`config.mk`:
```
export PLATFORM = sky130hd
export DESIGN_NAME = serial_rx_ctrl
export DESIGN_NICKNAME = d
export VERILOG_FILES = /design/src/rtl/serial_pkg.sv /design/src/rtl/sync_2ff.sv /design/src/rtl/serial_rx_ctrl.sv
export SDC_FILE = /design/constraint.sdc
export NUM_CORES = 1
export LEC_CHECK = 0
export ABC_AREA = 1
export BUFFER_PORTS_ARGS = -buffer_cell sky130_fd_sc_hd__buf_2
export CORE_MARGIN = 2
export CORE_UTILIZATION = 54
export CTS_CLUSTER_SIZE = 24
export DETAILED_ROUTE_END_ITERATION = 8
export GPL_TIMING_DRIVEN = 1
export HOLD_SLACK_MARGIN = 0.15
export PLACE_DENSITY = 0.81
export SYNTH_ARGS = -nofsm -noshare
export SYNTH_HDL_FRONTEND = slang
export SYNTH_SLANG_ARGS = --single-unit
```
`constraint.sdc`:
```
create_clock -name clock -period 2.4 [get_ports clock]
set_clock_uncertainty 0.1 [all_clocks]
set_input_delay 0.12 -clock clock [delete_from_list [all_inputs] [get_ports clock]]
set_output_delay 0.12 -clock clock [all_outputs]
set_load 0.01 [all_outputs]
```
`src/rtl/serial_pkg.sv`:
```
// Shared types and defaults for the serial receive control path.
package serial_pkg;

  // Receive FSM states.
  typedef enum logic [1:0] {
    IDLE  = 2'd0,
    START = 2'd1,
    DATA  = 2'd2,
    STOP  = 2'd3
  } rx_state_t;

  // Level of the serial line when nothing is being sent.
  localparam logic RX_IDLE_LEVEL = 1'b1;

  // Default oversampling ratio and frame width.
  localparam int DEF_CLKS_PER_BIT = 4;
  localparam int DEF_DATA_BITS    = 8;

endpackage

```
`src/rtl/sync_2ff.sv`:
```
// Single-bit two-flop synchroniser with a configurable reset level.
module sync_2ff #(
  parameter logic RESET_VAL = 1'b0
) (
  input  logic clock,
  input  logic reset,
  input  logic d,
  output logic q
);

  logic meta_r;
  logic sync_r;

  // Two-stage capture of the asynchronous input.
  always_ff @(posedge clock) begin
    if (reset) begin
      meta_r <= RESET_VAL;
      sync_r <= RESET_VAL;
    end else begin
      meta_r <= d;
      sync_r <= meta_r;
    end
  end

  assign q = sync_r;

endmodule

```
`src/rtl/serial_rx_ctrl.sv`:
```
// Oversampling UART-style receiver that steers a downstream right-shifting
// register (serial input at the MSB) and also forwards parallel-load requests.
module serial_rx_ctrl
  import serial_pkg::*;
#(
  parameter int CLKS_PER_BIT = DEF_CLKS_PER_BIT,
  parameter int DATA_BITS    = DEF_DATA_BITS
) (
  input  logic                 clock,
  input  logic                 reset,
  input  logic                 rx,
  input  logic                 ld_req,
  input  logic [DATA_BITS-1:0] ld_val,
  output logic                 shift_load,
  output logic [DATA_BITS-1:0] shift_data,
  output logic                 shift_en,
  output logic                 shift_in,
  output logic                 byte_valid,
  output logic                 frame_err,
  output logic                 busy
);

  localparam int TICK_W = $clog2(CLKS_PER_BIT);
  localparam int BIT_W  = $clog2(DATA_BITS + 1);

  localparam logic [TICK_W-1:0] TICK_ZERO = {TICK_W{1'b0}};
  localparam logic [TICK_W-1:0] TICK_ONE  = TICK_W'(1);
  localparam logic [TICK_W-1:0] TICK_MID  = TICK_W'(CLKS_PER_BIT / 2 - 1);
  localparam logic [TICK_W-1:0] TICK_END  = TICK_W'(CLKS_PER_BIT - 1);
  localparam logic [BIT_W-1:0]  BIT_ZERO  = {BIT_W{1'b0}};
  localparam logic [BIT_W-1:0]  BIT_ONE   = BIT_W'(1);
  localparam logic [BIT_W-1:0]  BIT_LAST  = BIT_W'(DATA_BITS - 1);

  logic                 rx_s;
  rx_state_t            state_r;
  logic [TICK_W-1:0]    tick_cnt_r;
  logic [BIT_W-1:0]     bit_idx_r;
  logic                 shift_load_r;
  logic [DATA_BITS-1:0] shift_data_r;
  logic                 shift_en_r;
  logic                 shift_in_r;
  logic                 byte_valid_r;
  logic                 frame_err_r;
  logic                 busy_r;

  sync_2ff #(
    .RESET_VAL (RX_IDLE_LEVEL)
  ) u_rx_sync (
    .clock (clock),
    .reset (reset),
    .d     (rx),
    .q     (rx_s)
  );

  // Receive FSM with inline counters; every output is a registered strobe
  // or a held value, pulses default low each cycle.
  always_ff @(posedge clock) begin
    if (reset) begin
      state_r      <= IDLE;
      tick_cnt_r   <= TICK_ZERO;
      bit_idx_r    <= BIT_ZERO;
      shift_load_r <= 1'b0;
      shift_data_r <= {DATA_BITS{1'b0}};
      shift_en_r   <= 1'b0;
      shift_in_r   <= 1'b0;
      byte_valid_r <= 1'b0;
      frame_err_r  <= 1'b0;
      busy_r       <= 1'b0;
    end else begin
      shift_load_r <= 1'b0;
      shift_en_r   <= 1'b0;
      byte_valid_r <= 1'b0;
      frame_err_r  <= 1'b0;
      case (state_r)
        IDLE: begin
          tick_cnt_r <= TICK_ZERO;
          bit_idx_r  <= BIT_ZERO;
          // The first shift is at least a full bit time away, so a load
          // issued together with a start detection cannot collide with it.
          if (ld_req) begin
            shift_load_r <= 1'b1;
            shift_data_r <= ld_val;
          end
          if (rx_s != RX_IDLE_LEVEL) begin
            state_r <= START;
            busy_r  <= 1'b1;
          end
        end
        START: begin
          if (tick_cnt_r == TICK_MID) begin
            tick_cnt_r <= TICK_ZERO;
            if (rx_s != RX_IDLE_LEVEL) begin
              state_r <= DATA;
            end else begin
              // Line went back high before mid start bit: treat as a glitch.
              state_r <= IDLE;
              busy_r  <= 1'b0;
            end
          end else begin
            tick_cnt_r <= tick_cnt_r + TICK_ONE;
          end
        end
        DATA: begin
          if (tick_cnt_r == TICK_END) begin
            tick_cnt_r <= TICK_ZERO;
            shift_en_r <= 1'b1;
            shift_in_r <= rx_s;
            bit_idx_r  <= bit_idx_r + BIT_ONE;
            if (bit_idx_r == BIT_LAST) begin
              state_r <= STOP;
            end
          end else begin
            tick_cnt_r <= tick_cnt_r + TICK_ONE;
          end
        end
        STOP: begin
          if (tick_cnt_r == TICK_END) begin
            tick_cnt_r <= TICK_ZERO;
            bit_idx_r  <= BIT_ZERO;
            state_r    <= IDLE;
            busy_r     <= 1'b0;
            // Register keeps whatever was shifted in even on a bad stop bit.
            if (rx_s == RX_IDLE_LEVEL) begin
              byte_valid_r <= 1'b1;
            end else begin
              frame_err_r  <= 1'b1;
            end
          end else begin
            tick_cnt_r <= tick_cnt_r + TICK_ONE;
          end
        end
        default: begin
          state_r    <= IDLE;
          tick_cnt_r <= TICK_ZERO;
          bit_idx_r  <= BIT_ZERO;
          busy_r     <= 1'b0;
        end
      endcase
    end
  end

  assign shift_load = shift_load_r;
  assign shift_data = shift_data_r;
  assign shift_en   = shift_en_r;
  assign shift_in   = shift_in_r;
  assign byte_valid = byte_valid_r;
  assign frame_err  = frame_err_r;
  assign busy       = busy_r;

endmodule

```
==> impl_results.md, run 1 <==
- Status: complete, no violations
- DR vias: roughly 1k
- CP required: between 2000 and 3000 ps
- I/O Pins: 26
- DR DRC count: 0
- Synth Net Count: 142
- Synth area leaders: dfxtp_1 (49%), nor2_1 (9.5%), nand2_1 (6.5%)
- DIE WIDTH: 46.8 um
- Hold Path Sink: u_rx_sync.q
- P_leak: 0.612 nW
- ANT nets after route: 0
- Max-slew headroom: 74.9%
- Dpl cells: 173
- Setup ws final: 496 ps
- Setup-failing EPs final: 0
- Final hold viol count: 0
- Pre-CTS setup slack: 1080 ps
- Initial antenna violation count: 0
- CTS Buffer Depth: 2
- Largest net degree at the start of global routing: 15
- Wirelength per Cell: 13.5 um
- Final Max Slew Viols: 0
- Worst-Margin Slew: 375 ps
- CP bufs+invs: 1
- Crit path DAT: 2020 ps
- Max FO, Critical Path: 10
- CP peak stage delay: 600 ps
- Slowest CP cell: dlygate4sd3_1
- VDD IR-drop max: 0.000551 V
- Reg clk slew, reported paths: 130 ps
- Hold path cells: 1
- Cell area after placement: 1120 um^2
- Area grow syn2layout: 36.5%
- Synthesized area: 987 um^2
- Yosys cell types: 20
- Fin area: 1350 um^2
- FF+latch count, synth: 24
- Total track usage: 27.8%
- Detailed placement HPWL: roughly 1300 um
- RSZ-0062 raised after global routing: no
- Port Buffer Count: 25
- Vias in the first global route: 942
- CTS tree: yes
- Pwr Density: between 500 and 600 nW/um^2
- Initial Utilization: 57.2%
- Post-synthesis area per instance: approximately 7.8 um^2
- Grt total ovfl: 0
- Root buffer cell: clkbuf_4
- First-pass GRT wire length: approximately 4300 um
- Total Nets Final: between 150 and 200
- Synth top area share: between 40% and 50%
- H-Tree Depth: 1
- WL final: around 2600 um
- Crit Path Class: reg2reg
- Max-cap violations: 0
- DRT Pass-1 Iters: 4
- Period utilisation layout: 79.3%
- CP top delay family: buffers and inverters
- Routability cong.: 0.825
- Non-filler cells, final: 196
- CTS buffer count: 3
- CTS sink count: 24
- Worst R2R Setup Slack: 500 ps
- Cell accounting for the most synthesized area: dfxtp_1
- Worst-Skew Late Latency: 320 ps
- Final core occ: between 70% and 80%
- Share of layout cells above drive strength 1: 23.4%
- Core Box Area: 1730 um^2
- Die area: 2190 um^2
- Fin Hold WS: between 300 and 400 ps
- CP Depth: 5
- Period minus WS final: ~1900 ps
- Pwr Total: 0.766 mW
- # diodes: 0
- Iteration-0 DRC Markers: 24
- Most frequent cells in the layout: nor2_1 (25), buf_2 (25), dfxtp_1 (24)
- Crit path launch type: register
- Reg2Reg Depth: 5
- Hold Crit Start: u_rx_sync.meta_r
- Syn Inst Count: between 100 and 150
- R2r endpoint: shift_data[5]
- Cell Rows: 15
- Post-CTS Setup Inserts: 0
- Critical Path End Type: register
- Synth Warn #: 0
- Fill count: between 100 and 150
- CP cell instances: nor2_2, nand2_4, o21ai_1, dlygate4sd3_1, nor2_1
- Fmax: 0.525 GHz
- Worst Hold Class: reg2reg
- Setup TNS: 0 ps
- Vias per cell: 5.15
- Die height: 46.8 um
- Register area share after synthesis: about 49%
## synthesized netlist by cell type
| master | n |
|---|---|
| inv_2 | 3 |
| nand3_2 | 1 |
| clkbuf_1 | 2 |
| clkinv_4 | 1 |
| o21ai_1 | 12 |
| dfxtp_1 | 24 |
| nor2_2 | 2 |
| a21oi_2 | 1 |
| or2_2 | 3 |
| ha_1 | 4 |
| o21ai_0 | 2 |
| a21oi_1 | 10 |
| nand2_4 | 1 |
| nand2_1 | 17 |
| nor4_1 | 2 |
| inv_1 | 8 |
| nand4_1 | 1 |
| nor2_1 | 25 |
| buf_6 | 1 |
| nand3_1 | 6 |
## sequential cells by signal, indices dropped and copies added, names as in the netlist, named ones only
register	count
state_r	1
byte_valid	1
shift_data	8
bit_idx_r	4
frame_err	1
busy	1
u_rx_sync.q	1
shift_en	1
shift_in	1
shift_load	1
u_rx_sync.meta_r	1
tick_cnt_r	2
## layout make-up
type                       count  area, um^2  area share [%]
clock buffer                   3        22.5            1.67
sequential                    24         480            35.7
inverter                      12        50.0            3.71
timing repair buffer          45         325            24.1
multi-input combinational     87         438            32.5
tap                           25        31.3            2.32
## power breakdown
part | internal (mW) | switching (mW)
clock | 0.0587 | 0.118
combinational | 0.0692 | 0.0828
sequential | 0.420 | 0.0169
## metal layers
| metal | routed length (um) | part of all wire (%) | GRT usage (%) | up-vias |
|---|---|---|---|---|
| met1 | 1140 | 43 | 34.8 | 466 |
| met4 | 38 | 1.4 | 8.33 | 0 |
| met2 | 1290 | 49 | 46.7 | 43 |
| li1 | - | - | - | 496 |
| met5 | 0 | 0 | 0 | - |
| met3 | 175 | 6.6 | 8.46 | 4 |
## cells by family (layout without fill, tap and decap cells)
logic type / after synthesis / after routing / share of synthesized area (%)
flops: 24 / 24 / 48.7
fa+ha+maj: 4 / 4 / 5.07
buf+inv: 15 / 60 / 6.97
simple gates: 58 / 58 / 26.2
compound gates: 25 / 25 / 13.1
## worst max path at each step
stage / end / slack (ps)
global placement: register / 1110
finish: shift_data[5] / 500
floorplan: tick_cnt_r[1] / 1160
CTS: shift_data[2] / 630
detailed placement: register / 1080
global route: shift_data[5] / 410
## timing repair
| action | CTS | global route |
|---|---|---|
| gates resized for setup | 0 | 0 |
| endpoints found under the hold margin | 19 | 0 |
| hold buffers | 20 | 0 |
Note: power is estimated with default switching activity, not from simulation.
==> run 2: changes to the inputs <==
Settings changed: ABC_AREA 1 to 0, CORE_UTILIZATION 54 to 45, PLACE_DENSITY 0.81 to 0.73.
Clock period 2.4 ns to 1.5 ns, I/O delays scaled along.
==> run 2 against run 1 <==
Net effect:
- critical path type unchanged
- total power increased by 66%
- clock power increased to 2.6 times the previous value
- design area decreased by 4.8%
- final cell count decreased by 16%
- largest power group unchanged
- worst setup slack got worse by 370 ps
- first-iteration DRC count increased by 17%
- largest cell class unchanged
- synthesized area decreased by 0.13%
- non-clock buffer count decreased by 8
==> impl_results.md, run 2 <==
- Compound-Gate Fraction of Synth Area: 8.12% (was 13.1%)
- CP cell instances: nor3b_2, buf_4, mux2i_1, nor2_1 (was nor2_2, nand2_4, o21ai_1, dlygate4sd3_1, nor2_1)
- Crit path DAT: 1480 ps (was 2020 ps)
- Cell area after placement: 1120 um^2 (unchanged)
- Final core occ: 63.4% (was 78.0%)
- CP peak stage delay: 440 ps (was 600 ps)
- Synthesized area: 986 um^2 (was 987 um^2)
- Crit Path Class: reg2reg (unchanged)
- Max FO, Critical Path: 12 (was 10)
- Routability cong.: 0.798 (was 0.825)
- Pwr Density: 992 nW/um^2 (was 569 nW/um^2)
- Worst-Skew Late Latency: 320 ps (about the same)
- Yosys cell types: 26 (was 20)
- Largest net degree at the start of global routing: 25 (was 15)
- ANT nets after route: 0 (unchanged)
- Synth top area share: 48.7% (about the same)
- FF+latch count, synth: 24 (unchanged)
- CTS tree: yes (unchanged)
- Final hold viol count: 0 (unchanged)
- Die area: 2580 um^2 (was 2190 um^2)
- Post-Synth Simple-Gate Area: 22.8% (was 26.2%)
- Worst Hold Class: in2reg (was reg2reg)
- Port Buffer Count: 25 (unchanged)
- Adder-cell share of the synthesized area: 5.08% (was 5.07%)
- Core Box Area: 2020 um^2 (was 1730 um^2)
- Period minus WS final: 1370 ps (was 1900 ps)
- Setup ws final: 126 ps (was 496 ps)
- EDFF count, synth: 0 (unchanged)
- Cell Rows: 16 (was 15)
- Worst-Margin Slew: 415 ps (was 375 ps)
- WL final: 2070 um (was 2650 um)
- Main synth FF type: dfxtp_1 (unchanged)
- Grt total ovfl: 0 (unchanged)
- Final Max Slew Viols: 0 (unchanged)
- Hold Crit Start: ld_req (was u_rx_sync.meta_r)
- Synth Warn #: 0 (unchanged)
- DR vias: 832 (was 1009)
- R2r endpoint: shift_data[0] (was shift_data[5])
- DRT Pass-1 Iters: 4 (unchanged)
- Initial antenna violation count: 0 (unchanged)
- Synth top cells by count: dfxtp_1 (24), nor2_1 (14), mux2i_1 (10), a21oi_1 (5), o21ai_0 (5) (was nor2_1 (25), dfxtp_1 (24), nand2_1 (17), o21ai_1 (12), a21oi_1 (10))
- Hold Path Sink: shift_load (was u_rx_sync.q)
- Post-synthesis area per instance: 9.76 um^2 (was 7.83 um^2)
- Fin area: 1280 um^2 (was 1350 um^2)
- Vias in the first global route: 861 (was 942)
- Critical Path End Type: register (unchanged)
- Most frequent cells in the layout: buf_2 (25), dfxtp_1 (22), nor2_1 (14) (was nor2_1 (25), buf_2 (25), dfxtp_1 (24))
- Total Nets Final: 154 (was 189)
- CP top delay family: flip-flops (was buffers and inverters)
- Max reg flops: 8 (unchanged)
- Worst R2R Setup Slack: 130 ps (was 500 ps)
- Wirelength per Cell: 12.6 um (was 13.5 um)
- Synth area leaders: dfxtp_1 (49%), mux2i_1 (10%), nor2_1 (5.3%) (was dfxtp_1 (49%), nor2_1 (9.5%), nand2_1 (6.5%))
- Post-CTS Setup Inserts: 0 (unchanged)
- Fraction of registers with async set/reset: 0% (unchanged)
- Cell accounting for the most synthesized area: dfxtp_1 (unchanged)
- RSZ-0062 raised after global routing: no (unchanged)
- DR DRC count: 0 (unchanged)
- Max-slew headroom: 72.3% (was 74.9%)
- Register area share after synthesis: 48.7% (about the same)
- H-Tree Depth: 1 (unchanged)
- CTS buffer count: 3 (unchanged)
- Reg clk slew, reported paths: 130 ps (about the same)
- Setup-failing EPs final: 0 (unchanged)
- Reg2Reg Depth: 4 (was 5)
- Die height: 50.8 um (was 46.8 um)
- Hold path cells: 4 (was 1)
- Area grow syn2layout: 30.1% (was 36.5%)
- Worst r2r src: state_r[0]
- First-pass GRT wire length: 3660 um (was 4260 um)
- Setup TNS: 0 ps (unchanged)
- Period utilisation layout: 91.6% (was 79.3%)
- DIE WIDTH: 50.8 um (was 46.8 um)
- Synth Net Count: 117 (was 142)
- Commonest non-fill, non-tap cell in the layout: buf_2
- CTS sink count: 24 (unchanged)
- P_leak: 0.577 nW (was 0.612 nW)
- Crit path launch type: register (unchanged)
- Fmax: 0.728 GHz (was 0.525 GHz)
- Root buffer cell: clkbuf_4 (unchanged)
- Initial Utilization: 48.8% (was 57.2%)
- Status: complete, no violations (unchanged)
- Main combinational cell family by area after synthesis: simple AND/OR/NAND/NOR gates (unchanged)
- CP bufs+invs: 1 (unchanged)
- Post-Synth XOR/XNOR Area: 0% (unchanged)
- Syn Inst Count: 101 (was 126)
- Slowest CP cell: dfxtp_1 (was dlygate4sd3_1)
- Pre-CTS setup slack: 97.1 ps (was 1080 ps)
- Total track usage: 18.7% (was 27.8%)
- Share of layout cells above drive strength 1: 27.0% (was 23.4%)
- Post-synthesis mux area share: 10.2% (was 0%)
- Count leader, synth: dfxtp_1 (was nor2_1)
- Detailed placement HPWL: 1350 um (was 1330 um)
- Max-cap violations: 0 (unchanged)
- # diodes: 0 (unchanged)
- CTS Buffer Depth: 2 (unchanged)
- CP required: 1610 ps (was 2510 ps)
- I/O Pins: 26 (unchanged)
- Iteration-0 DRC Markers: 28 (was 24)
- Vias per cell: 5.07 (was 5.15)
- VDD IR-drop max: 0.000646 V (was 0.000551 V)
==> run 2: worst max-delay path by stage <==
stage	depth (start not counted)	slack [ps]	startpoint	endpoint
after global routing	4	1	state_r[0]	shift_data[0]
after CTS	4	80	tick_cnt_r[0]	state_r[0]
after detailed placement	4	100	tick_cnt_r[0]	state_r[0]
final	4	130	state_r[0]	shift_data[0]
after global placement	4	170	tick_cnt_r[0]	state_r[0]
after floorplan	4	220	tick_cnt_r[0]	state_r[0]
==> run 2: metal layers <==
layer | up-vias | routed length (um) | share of wire [%] | global-route usage [%]
li1 | 420 | - | - | -
met1 | 384 | 854 | 41 | 19.8
met2 | 24 | 1110 | 54 | 36.4
met3 | 4 | 83 | 4.0 | 2.92
met4 | 0 | 20 | 0.97 | 7.21
met5 | - | 0 | 0 | 0
==> run 2: final cells by class <==
type | instances | area, um^2
fillers | 172 | 739
flip-flops and latches | 24 | 483
multi-input cells | 68 | 458
repair buffers | 37 | 240
well taps | 27 | 33.8
clock inverters | 1 | 30.0
clock buffers | 3 | 22.5
inverters | 4 | 15.0
==> run 2: where the power goes <==
group | internal [mW] | switching, mW | total, mW
combinational | 0.0682 | 0.0589 | 0.127
sequential | 0.660 | 0.0159 | 0.676
clock | 0.270 | 0.198 | 0.469
==> run 2: worst reg2reg max path, cell delays in order, from the launching register on <==
cell and delay, ps:
dfxtp_1 440, nor3b_2 200, buf_4 220, mux2i_1 240, nor2_1 60
==> run 2: metrics by stage <==
stage | instances | hold slack [ps] | power (mW)
after global routing | 164 | 249 | 1.32
after detailed placement | 150 | 160 | 0.795
after CTS | 164 | 238 | 1.28
after global placement | 150 | 158 | 0.791
final | 164 | 236 | 1.27
after floorplan | 101 | 46.6 | 0.757
==> run 2: cell families (layout without fill, tap and decap cells) <==
family,count (synthesis),after routing
buffers and inverters,9,45
and+or+nand+nor,40,40
adders and majority gates,4,4
AOI/OAI and AO/OA,14,14
DFF,24,24
muxes,10,10
==> run 2: repair_timing <==
action                                 CTS  global route
hold buffers                            10             0
endpoints found under the hold margin   21             0
setup endpoints to repair                0             1
gates resized for setup                  0             3
